File: config.mk
export PLATFORM = sky130hd
export DESIGN_NAME = maze_frame_source
export DESIGN_NICKNAME = d
export VERILOG_FILES = /design/src/rtl/maze_video_pkg.sv /design/src/rtl/video_blank_timer.sv /design/src/rtl/maze_frame_source.sv
export SDC_FILE = /design/constraint.sdc
export NUM_CORES = 1
export LEC_CHECK = 0
export BUFFER_PORTS_ARGS = -buffer_cell sky130_fd_sc_hd__clkbuf_2
export CAP_MARGIN = 20
export CORE_MARGIN = 10
export CORE_UTILIZATION = 49
export DETAILED_ROUTE_END_ITERATION = 10
export PLACE_DENSITY_LB_ADDON = 0.1
export SYNTH_ARGS = -nofsm -noshare
export SYNTH_HDL_FRONTEND = slang
export SYNTH_SLANG_ARGS = --single-unit
File: constraint.sdc
create_clock -name clk -period 2.3 [get_ports clk]
set_input_delay 0.46 -clock clk [delete_from_list [all_inputs] [get_ports clk]]
set_output_delay 0.46 -clock clk [all_outputs]
set_load 0.05 [all_outputs]
File: src/rtl/maze_video_pkg.sv
// Shared types and default geometry for the maze video source and path-finder.
package maze_video_pkg;

    typedef enum logic [1:0] {IDLE, VBLANK, ACTIVE, HBLANK} video_state_t;

    localparam int MAZE_H_ACTIVE = 702;
    localparam int MAZE_V_ACTIVE = 288;
    localparam int SCAN_ROW      = 16;
    localparam int END_ROW       = MAZE_V_ACTIVE - 1;
    localparam int END_COL       = MAZE_H_ACTIVE - 1;
    localparam int BIN_THRESHOLD = 150;

    function automatic int unsigned pixel_index(input int unsigned row, input int unsigned col);
        return row * MAZE_H_ACTIVE + col;
    endfunction

endpackage

File: src/rtl/video_blank_timer.sv
// Loadable down-counter; done is high for the single cycle the count reaches zero.
module video_blank_timer #(
    parameter int W = 8
) (
    input  logic         clk,
    input  logic         reset,
    input  logic         load,
    input  logic [W-1:0] load_val,
    output logic         done
);

    logic [W-1:0] count;
    logic         busy;

    assign done = busy && (count == '0);

    always_ff @(posedge clk) begin
        if (reset) begin
            count <= '0;
            busy  <= 1'b0;
        end else if (load) begin
            count <= load_val;
            busy  <= 1'b1;
        end else if (done) begin
            busy  <= 1'b0;
        end else if (busy) begin
            count <= count - W'(1);
        end
    end

endmodule

File: src/rtl/maze_frame_source.sv
// Raster-order frame reader producing a blanked, framed 8-bit video stream.
module maze_frame_source
    import maze_video_pkg::*;
#(
    parameter int H_ACTIVE = MAZE_H_ACTIVE,
    parameter int V_ACTIVE = MAZE_V_ACTIVE,
    parameter int H_BLANK  = 32,
    parameter int V_BLANK  = 64,
    parameter int ADDR_W   = 20
) (
    input  logic              clk,
    input  logic              reset,
    input  logic              enable,
    output logic              mem_rd_en,
    output logic [ADDR_W-1:0] mem_addr,
    input  logic [7:0]        mem_rdata,
    output logic              video_frame_valid,
    output logic              video_line_valid,
    output logic              video_data_valid,
    output logic [7:0]        video_data_out,
    output logic [ADDR_W-1:0] video_address,
    input  logic              video_data_ready,
    output logic              ready_err,
    output logic [9:0]        frame_count
);

    localparam int HW = (H_ACTIVE > 1) ? $clog2(H_ACTIVE) : 1;
    localparam int VW = (V_ACTIVE > 1) ? $clog2(V_ACTIVE) : 1;
    localparam int TW = $clog2(((H_BLANK > V_BLANK) ? H_BLANK : V_BLANK) + 1);

    localparam logic [HW-1:0] H_LAST = HW'(H_ACTIVE - 1);
    localparam logic [VW-1:0] V_LAST = VW'(V_ACTIVE - 1);
    localparam logic [TW-1:0] H_LOAD = TW'(H_BLANK - 1);
    localparam logic [TW-1:0] V_LOAD = TW'(V_BLANK - 1);

    video_state_t  state;
    logic [HW-1:0] h;
    logic [VW-1:0] v;
    logic          tmr_load;
    logic [TW-1:0] tmr_val;
    logic          tmr_done;
    logic          in_frame;

    // The timer is loaded on the same edge the FSM enters a blanking state.
    always_comb begin
        tmr_load = 1'b0;
        tmr_val  = V_LOAD;
        case (state)
            IDLE:    tmr_load = enable;
            ACTIVE:  if (h == H_LAST) begin
                         tmr_load = 1'b1;
                         tmr_val  = H_LOAD;
                     end
            HBLANK:  tmr_load = tmr_done && (v == V_LAST) && enable;
            default: tmr_load = 1'b0;
        endcase
    end

    video_blank_timer #(.W(TW)) u_blank_timer (
        .clk      (clk),
        .reset    (reset),
        .load     (tmr_load),
        .load_val (tmr_val),
        .done     (tmr_done)
    );

    always_ff @(posedge clk) begin
        if (reset) begin
            state     <= IDLE;
            h         <= '0;
            v         <= '0;
            mem_rd_en <= 1'b0;
            mem_addr  <= '0;
        end else begin
            case (state)
                IDLE: if (enable) state <= VBLANK;
                VBLANK: if (tmr_done) begin
                    state     <= ACTIVE;
                    h         <= '0;
                    v         <= '0;
                    mem_rd_en <= 1'b1;
                    mem_addr  <= '0;
                end
                ACTIVE: if (h == H_LAST) begin
                    state     <= HBLANK;
                    mem_rd_en <= 1'b0;
                end else begin
                    h         <= h + HW'(1);
                    mem_addr  <= mem_addr + ADDR_W'(1);
                end
                HBLANK: if (tmr_done) begin
                    if (v < V_LAST) begin
                        state     <= ACTIVE;
                        v         <= v + VW'(1);
                        h         <= '0;
                        mem_rd_en <= 1'b1;
                        mem_addr  <= mem_addr + ADDR_W'(1);
                    end else begin
                        state <= enable ? VBLANK : IDLE;
                    end
                end
                default: state <= IDLE;
            endcase
        end
    end

    assign in_frame       = (state == ACTIVE) || (state == HBLANK);
    assign video_data_out = mem_rdata;

    // Controls are delayed one stage so they line up with the synchronous read data.
    always_ff @(posedge clk) begin
        if (reset) begin
            video_frame_valid <= 1'b0;
            video_line_valid  <= 1'b0;
            video_data_valid  <= 1'b0;
            video_address     <= '0;
            ready_err         <= 1'b0;
            frame_count       <= '0;
        end else begin
            video_frame_valid <= in_frame;
            video_line_valid  <= mem_rd_en;
            video_data_valid  <= mem_rd_en;
            video_address     <= mem_addr;
            if (video_frame_valid && !in_frame) frame_count <= frame_count + 10'd1;
            if (video_data_valid && !video_data_ready) ready_err <= 1'b1;
        end
    end

endmodule

# Yosys cells after proc, flatten, opt, wreduce, memory -nomap -nowiden
# Cells that the tools add are included.
# classes
reduce_logical	19
magnitude_cmp	1
n_addsub	5
n_eq_ne	12
n_mux	35
# op_table
op	count
2-to-1 mux 20 bit	4
case mux 20 bit (3 select lines)	1
2-to-1 mux 10 bit	4
case mux 10 bit (3 select lines)	1
2-to-1 mux 9 bit	3
2-to-1 mux 7 bit	3
adder 10 x 1 -> 10 bit (second input constant)	2
adder 20 x 1 -> 20 bit (second input constant)	1
case mux 9 bit (2 select lines)	1
!= test 2 bit (second input constant)	7
2-to-1 mux 6 bit	2
equality test 10 bit (second input constant)	1
2-to-1 mux 2 bit	5
AND reduction 5 bit	2
adder 9 x 1 -> 9 bit (second input constant)	1
equality test 9 bit (second input constant)	1
< comparator 9 bit (second input constant)	1
2-to-1 mux 1 bit	8
case mux 2 bit (4 select lines)	1
AND reduction 4 bit	2
logical NOT 7 bit	1
subtractor 7 x 1 -> 7 bit (second input constant)	1
case mux 1 bit (3 select lines)	2
nonzero test 2 bit	3
8 further kinds	14
# word_totals
wordCells	84
output_inout_bits	63
register_bits	83

# Depth between registers and ports, before layout
# Gate-level depths: netlist (run 1).
# depth
depth_word	7
depth_mapped	9
depth_no_buf	7

# Modules after synthesis
# Synthesis (run 1) repeated with hierarchy kept, for this count alone.
# hier_totals
cells_unflattened	444
area_unflattened_um2	3854.9
# modules_own_cells
module	seq_area_each_um2	cells_each	area_per_inst_um2	instances
maze_frame_source	1501.4	382	3342.0	1
video_blank_timer	160.2	62	513.0	1

# Least setup slack after synthesis (run 1)
# Ideal clock, no wire load.
# synth_path
path_type	register -> register
from	reg u_blank_timer.count[0]
to	reg u_blank_timer.count[3]
t_arrival_ns	2.060
t_required_ns	2.164
path_stages_with_launch	8
path_slack_ns	0.104
n_path_buf	0
path_cell_list	dfxtp_1 inv_1 ha_1 or3b_2 o41ai_1 nor4_1 xnor2_1 a21oi_1
# synth_between
elab_chain_len	7
# synth_lines
item	line_no	source
from (decl)	video_blank_timer.sv:12	logic [W-1:0] count;
from (signal assigned)	video_blank_timer.sv:22	count <= load_val;
from (signal assigned)	video_blank_timer.sv:27	count <= count - W'(1);
parallel branches: the longest is 7 deep, another holds subtractor 7 x 1 -> 7 bit	--	
# Several ways; the timed one is not identified. The select of a mux whose other input is x is not followed.
# A chain may end at the register's enable or synchronous reset.

# Worst setup path in the final report (run 1)
# layout_path
from	reg u_blank_timer.count[1]
to	reg mem_addr[19]
# layout_between
elab_chain_len	4
# layout_lines
item	line_no	source
logical NOT 7 bit *	video_blank_timer.sv:15	assign done = busy && (count == '0);
logical AND 1 bit *	video_blank_timer.sv:15	
!= test 2 bit (no line)	--	
AND reduction 5 bit (no line) *	--	
to (signal assigned)	maze_frame_source.sv:89	mem_addr <= mem_addr + ADDR_W'(1);
to (signal assigned)	maze_frame_source.sv:97	mem_addr <= mem_addr + ADDR_W'(1);
to (decl)	maze_frame_source.sv:15	output logic [ADDR_W-1:0] mem_addr,
# Every way passes the cells marked *; elsewhere a longest branch is shown, timed or not.

==> flow_metrics.py, run 1 <==
metrics = {
    "critical_path": {
        "worst-path-stages": 8,
        "worstPathMaxFanout": 6,
        "timing.rr.end": "mem_addr[19]$_SDFFE_PP0P_",
        "reg2reg_depth": 8,
        "start_kind": "flip-flop",
        "ff2ff_setup_slack_ns": 0.08,
        "critPathCaptureType": "flip-flop",
        "worst_ep_required_time_ns": 2.58,
        "cp_slowest_cell": "or4_1",
        "worstPathCellList": "inv_2 -> ha_4 -> or3b_4 -> o21ai_4 -> nand4_4 -> buf_12 -> or4_1 -> a21oi_2",
        "crit_family": "simple AND/OR/NAND/NOR gates",
        "cp_data_arrival_time_ns": 2.50,
        "worstSetupPathType": "reg2reg",
        "r2r-start": "u_blank_timer.count[1]$_SDFFE_PP0P_",
        "slowest_delay_ns": 0.48,
        "worst-path-buf-inv": 2,
    },
    "clocking": {
        "path_clk_slew_ns": 0.09,
        "cts.sinks": 83,
        "cts_max_path_buffers": 2,
        "cts_root_buf": "clkbuf_8",
        "cts_made_buffers": 9,
        "tritoncts": "done",
        "h-tree-depth": 3,
        "postCtsHoldBufs": 0,
        "clock_latency_ns": 0.35,
    },
    "yosys": {
        "ys_ff_latch": 83,
        "avgSynthCellArea_um2": 8.854,
        "synth_top_flop_cell": "dfxtp_1",
        "netlist_top_cells_count": "dfxtp_1 (83), a21oi_1 (39), nand2_1 (27), nor2_1 (27), nor2b_1 (20)",
        "synth_top_cell_by_area": "dfxtp_1",
        "postSynthCellCount": 417,
        "synth_nets": 436,
        "ys_seq_area_share_pct": 45.00,
        "synth_edf_count": 0,
        "yosys.cell_count.top_type": "dfxtp_1",
        "yosysWarnings": 0,
        "synthDistinctLibCells": 50,
        "syn-cell-area_um2": 3692,
        "yosysTopAreaCellShare_pct": 45.00,
        "netlist_top_cells_area": "dfxtp_1 (45%), a21oi_1 (5.3%), nor2b_1 (3.4%)",
        "synth-async-reset-ratio_pct": 0,
    },
    "pwr": {
        "seqPwrFrac_pct": 47.5,
        "switching_share_pct": 22.52,
        "leakagePower_uw": 0.001802,
        "p_sw_uw": 706.6,
        "peakVddDrop_mv": 0.3700,
        "internal-power_uw": 2430,
        "power_frac_clock_pct": 42.9,
        "pwr-share-comb_pct": 9.6,
        "power.density_nw_per_um2": 696.4,
    },
    "min_path": {
        "min_from": "video_data_ready",
        "worstHoldEndpoint": "ready_err$_SDFFE_PP0P_",
        "whs_path_depth": 4,
        "min_path_type": "in2reg",
    },
    "timing": {
        "period_needed_ns": 2.217,
        "setup_viol": 0,
        "tightestPinTransition_ns": 0.5628,
        "maxSlewHeadroom_pct": 62.40,
        "drv_slew": 0,
        "hold_viol": 0,
        "setup_ws_ns": 0.08299,
        "max_freq_ghz": 0.4511,
        "setup_tns_ns": 0,
        "clock-skew-final_ns": 0.009334,
        "period_share_pct": 96.39,
    },
    "status": {
        "status": "finished clean",
    },
    "floorplan": {
        "die_w_um": 106.8,
        "die_area_um2": 11410,
        "boundaryPins": 75,
        "coreArea_um2": 7292,
        "rows": 31,
        "start_util_pct": 50.63,
        "die_h_um": 106.8,
    },
    "global_routing": {
        "grt_pass1_vias": 3027,
        "grt_max_degree": 35,
        "grt_pass1_wl_mm": 14.55,
        "grt_use_total_pct": 15.02,
        "antenna_found_initial": 0,
        "grt_overflow": 0,
    },
    "placement": {
        "dp_hpwl_mm": 6.267,
        "place_inst": 565,
        "gp_congestion": 0.8292,
        "place_ws_ns": -0.01451,
        "portBuffers": 58,
    },
    "finish": {
        "syn_to_final_growth_pct": 21.99,
        "fillers": 672,
        "nets": 503,
        "drive_above_1_share_pct": 23.57,
        "antenna_cells": 0,
        "stdcell_count": 587,
    },
    "routing": {
        "via_per_inst": 5.508,
        "drtPass1Iterations": 5,
        "drc": 0,
        "postRouteWirelength_mm": 8.877,
        "wl_per_cell_um": 15.12,
        "initialDrtViolationCount": 116,
        "ant_nets": 0,
        "vias": 3233,
    },
    "run": {
        "drv_cap": 0,
    },
}
[placed cells by master, fill, tap and decap left out, drive strengths merged, types with 2 or more instances in the layout]
cell type,n
buf,27
bufinv,4
or4,6
a21boi,2
o41ai,3
o31ai,10
clkbuf,69
a21oi,39
nand4b,7
and3,14
o21ai,15
nor4,3
nand2b,4
mux2i,4
xnor2,6
a31o,3
nor3b,3
inv,13
nor3,6
nor2,27
a41o,2
nand4,20
nand3,13
dfxtp,83
xor2,8
nand2,27
nor2b,20
or3,13
and4,10
and2,3
ha,7
a31oi,4
[worst min-delay path, stage by stage]
cell and delay [ns]:
clkbuf_2 0.08, inv_1 0.04, a21oi_1 0.05, nor2_1 0.07
[sequential cells by signal (all words and copies together), names as in the netlist]
name                 cells
u_blank_timer.busy       1
mem_rd_en                1
video_address           20
h                       10
video_data_valid         1
u_blank_timer.count      7
frame_count             10
ready_err                1
video_frame_valid        1
state                    2
mem_addr                20
v                        9
[how the worst max path moves through the flow]
stage	startpoint	to	slack, ns
5_1_grt	u_blank_timer.count[1]$_SDFFE_PP0P_	mem_addr[19]$_SDFFE_PP0P_	-0.003
2_1_floorplan	u_blank_timer.count[0]$_SDFFE_PP0P_	u_blank_timer.count[3]$_SDFFE_PP0P_	0.10
4_1_cts	u_blank_timer.count[0]$_SDFFE_PP0P_	h[5]$_SDFFE_PP0P_	0.07
6_report	u_blank_timer.count[1]$_SDFFE_PP0P_	mem_addr[19]$_SDFFE_PP0P_	0.08
3_3_place_gp	u_blank_timer.count[0]$_SDFFE_PP0P_	h[5]$_SDFFE_PP0P_	0.05
3_5_place_dp	u_blank_timer.count[0]$_SDFFE_PP0P_	h[5]$_SDFFE_PP0P_	-0.01
[cells by family (layout without fill, tap and decap cells)]
family / after synthesis / count (layout) / synth area share, %
simple gates: 180 / 180 / 28.26
buf+inv: 43 / 114 / 5.557
xor+xnor: 14 / 14 / 3.321
flops: 83 / 83 / 45.00
mux: 4 / 4 / 1.084
compound gates: 86 / 86 / 14.40
fa+ha+maj: 7 / 7 / 2.372
[metrics by stage]
stage	util, %	instance area, um2	power [uW]	hold WS [ns]
2_1_floorplan	-	3692	1718	0.4468
3_3_place_gp	56.38	4111	1762	0.4490
3_5_place_dp	56.38	4111	1766	0.4694
4_1_cts	60.28	4395	3120	0.3812
5_1_grt	61.77	4504	3261	0.4170
6_report	61.77	4504	3137	0.3861
[power groups by stage]
stage | clock (uW) | combinational [uW] | sequential [uW]
detailed placement | 0 | 246 | 1520
global placement | 0 | 242 | 1520
global route | 1440 | 331 | 1490
CTS | 1370 | 259 | 1490
finish | 1350 | 302 | 1490
floorplan | 0 | 200 | 1520
[routing by layer]
metal	track usage, %	wire (um)
met1	19.39	4148
met2	22.96	3996
met3	4.790	632
met4	5.513	99
met5	0	0
[final cells by class]
class	count	area (um2)	share of cell area, %
clock inverters	6	137.6	3.056
flip-flops and latches	83	1664	36.94
inverters	12	45.04	1.000
clock buffers	9	123.9	2.750
multi-input cells	291	1853	41.14
well taps	99	123.9	2.750
repair buffers	87	556.8	12.36
[timing repair]
item                                    4_1_cts  5_1_grt
pin swaps                                     0        7
endpoints found under the setup margin        5        3
cloned                                        0        2
buffers inserted                              0        5
gates resized for setup                       5        9
(Power assumes the default switching activity.)
==> run 2: changes to the inputs <==
--- a/config.mk
+++ b/config.mk
@@ -7,8 +7,8 @@
 export LEC_CHECK = 0
 export BUFFER_PORTS_ARGS = -buffer_cell sky130_fd_sc_hd__clkbuf_2
 export CAP_MARGIN = 20
-export CORE_MARGIN = 10
-export CORE_UTILIZATION = 49
+export CORE_MARGIN = 4
+export CORE_UTILIZATION = 59
 export DETAILED_ROUTE_END_ITERATION = 10
 export PLACE_DENSITY_LB_ADDON = 0.1
 export SYNTH_ARGS = -nofsm -noshare
==> constraint.sdc (replaced) <==
create_clock -name clk -period 2.75 [get_ports clk]
set_input_delay 0.55 -clock clk [delete_from_list [all_inputs] [get_ports clk]]
set_output_delay 0.55 -clock clk [all_outputs]
set_load 0.05 [all_outputs]
==> run 2 against run 1 <==
First-iteration DRC count increased by 64%. Cell count decreased by 7.5%. Global-route usage increased by 7.6 points. Count of clock-buffer cells in the layout increased by 2. Sequential share of layout area increased by 2.6 points. Combinational power decreased by 41%. Largest power group unchanged.
==> flow_metrics.py, run 2 (synthesis results as in run 1) <==
metrics = {
    "floorplan": {
        "coreArea_um2": 5991,
        "boundaryPins": 75,
        "start_util_pct": 61.63,
        "die_h_um": 87.11,
        "rows": 28,
        "die_area_um2": 7588,
        "die_w_um": 87.11,
    },
    "routing": {
        "vias": 3215,
        "initialDrtViolationCount": 190,
        "postRouteWirelength_mm": 8.197,
        "ant_nets": 0,
        "drc": 0,
        "drtPass1Iterations": 4,
        "via_per_inst": 5.921,
        "wl_per_cell_um": 15.10,
    },
    "clocking": {
        "cts_max_path_buffers": 2,
        "cts_made_buffers": 9,
        "postCtsHoldBufs": 0,
        "cts.sinks": 83,
        "cts.repair.resized": 0,
        "postCtsSetupRepairBufs": 0,
        "clock_latency_ns": 0.35,
        "cts_root_buf": "clkbuf_8",
        "h-tree-depth": 3,
        "tritoncts": "done",
        "path_clk_slew_ns": 0.08,
    },
    "critical_path": {
        "critPathCaptureType": "flip-flop",
        "worst_ep_required_time_ns": 3.03,
        "start_kind": "flip-flop",
        "worstSetupPathType": "reg2reg",
        "worstPathMaxFanout": 26,
        "cp_data_arrival_time_ns": 2.75,
        "reg2reg_depth": 8,
    },
    "pwr": {
        "report.power.total_uw": 2376,
        "peakVddDrop_mv": 0.3801,
        "leakagePower_uw": 0.001653,
        "power.density_nw_per_um2": 565.7,
    },
    "finish": {
        "syn_to_final_growth_pct": 13.76,
        "reg.largest.list": "mem_addr: 20 flops, video_address: 20 flops",
        "nets": 483,
        "antenna_cells": 0,
        "fillers": 461,
        "drive_above_1_share_pct": 18.80,
        "mostFrequentLayoutCells": "dfxtp_1 (83), clkbuf_2 (58), a21oi_1 (39)",
        "final_common_cell": "dfxtp_1",
    },
    "timing": {
        "max_freq_ghz": 0.4054,
        "clock-skew-final_ns": 0.01068,
        "rsz0062_at_grt": "false",
        "setup_viol": 0,
        "setup_tns_ns": 0,
        "hold_viol": 0,
        "maxSlewHeadroom_pct": 48.69,
        "drv_slew": 0,
        "tightestPinTransition_ns": 0.7692,
        "period_needed_ns": 2.467,
        "period_share_pct": 89.70,
    },
    "global_routing": {
        "antenna_found_initial": 0,
        "grt_pass1_wl_mm": 13.88,
        "grt_overflow": 0,
        "grt_use_total_pct": 22.67,
        "grt_pass1_vias": 3021,
        "grt_max_degree": 47,
    },
    "min_path": {
        "min_path_type": "reg2reg",
        "whs_path_depth": 2,
    },
    "placement": {
        "dp_hpwl_mm": 5.658,
        "gp_congestion": 0.8403,
        "portBuffers": 58,
    },
    "status": {
        "status": "finished clean",
    },
    "run": {
        "drv_cap": 0,
    },
}
## run 2: area by class of cell
cell class              instances  area (um2)  share of cell area (%)
repair buffers                 67       357.8                   8.520
multi-input cells             291        1826                   43.46
clock buffers                  11       141.4                   3.366
inverters                      12       45.04                   1.072
clock inverters                 4       75.07                   1.787
well taps                      75       93.84                   2.234
flip-flops and latches         83        1662                   39.56
## run 2: final timing paths
kind	startpoint	to	slack [ns]
setup reg to reg	u_blank_timer.count[0]$_SDFFE_PP0P_	h[9]$_SDFFE_PP0P_	0.28
setup / recovery	u_blank_timer.count[0]$_SDFFE_PP0P_	h[9]$_SDFFE_PP0P_	0.28
hold / removal	ready_err$_SDFFE_PP0P_	ready_err$_SDFFE_PP0P_	0.47
hold reg to reg	ready_err$_SDFFE_PP0P_	ready_err$_SDFFE_PP0P_	0.47
## run 2: power by group
part	switching (uW)	total (uW)	internal [uW]
logic	114	178	63.6
clock network	420	951	532
registers	26.7	1250	1220
## run 2: worst max-delay path, stage by stage, from the launching register on
cell and delay (ns):
dfxtp_1 0.32, inv_1 0.11, ha_1 0.20, or3b_2 0.50, o21ai_4 0.23, nand4_2 0.14
buf_4 0.24, or4_1 0.51, a21oi_1 0.15
## run 2: routing by layer
layer | GRT usage [%] | wire [um] | vias up
li1 | - | - | 1604
met1 | 29.71 | 3746 | 1498
met2 | 37.06 | 3793 | 100
met3 | 3.217 | 544 | 13
met4 | 10.18 | 112 | 0
met5 | 0 | 0 | -
## run 2: per-stage QoR
| step | setup slack [ns] | hold WS (ns) | cell area [um2] | util [%] | std cells |
|---|---|---|---|---|---|
| detailed placement | 0.3265 | 0.4664 | 3984 | 66.50 | 528 |
| global placement | 0.3843 | 0.4504 | 3984 | 66.50 | 528 |
| finish | 0.2834 | 0.4749 | 4200 | 70.11 | 543 |
| CTS | 0.3054 | 0.4747 | 4200 | 70.11 | 543 |
| global route | 0.1094 | 0.5205 | 4200 | 70.11 | 543 |
| floorplan | 0.5538 | 0.4468 | 3692 | - | 417 |
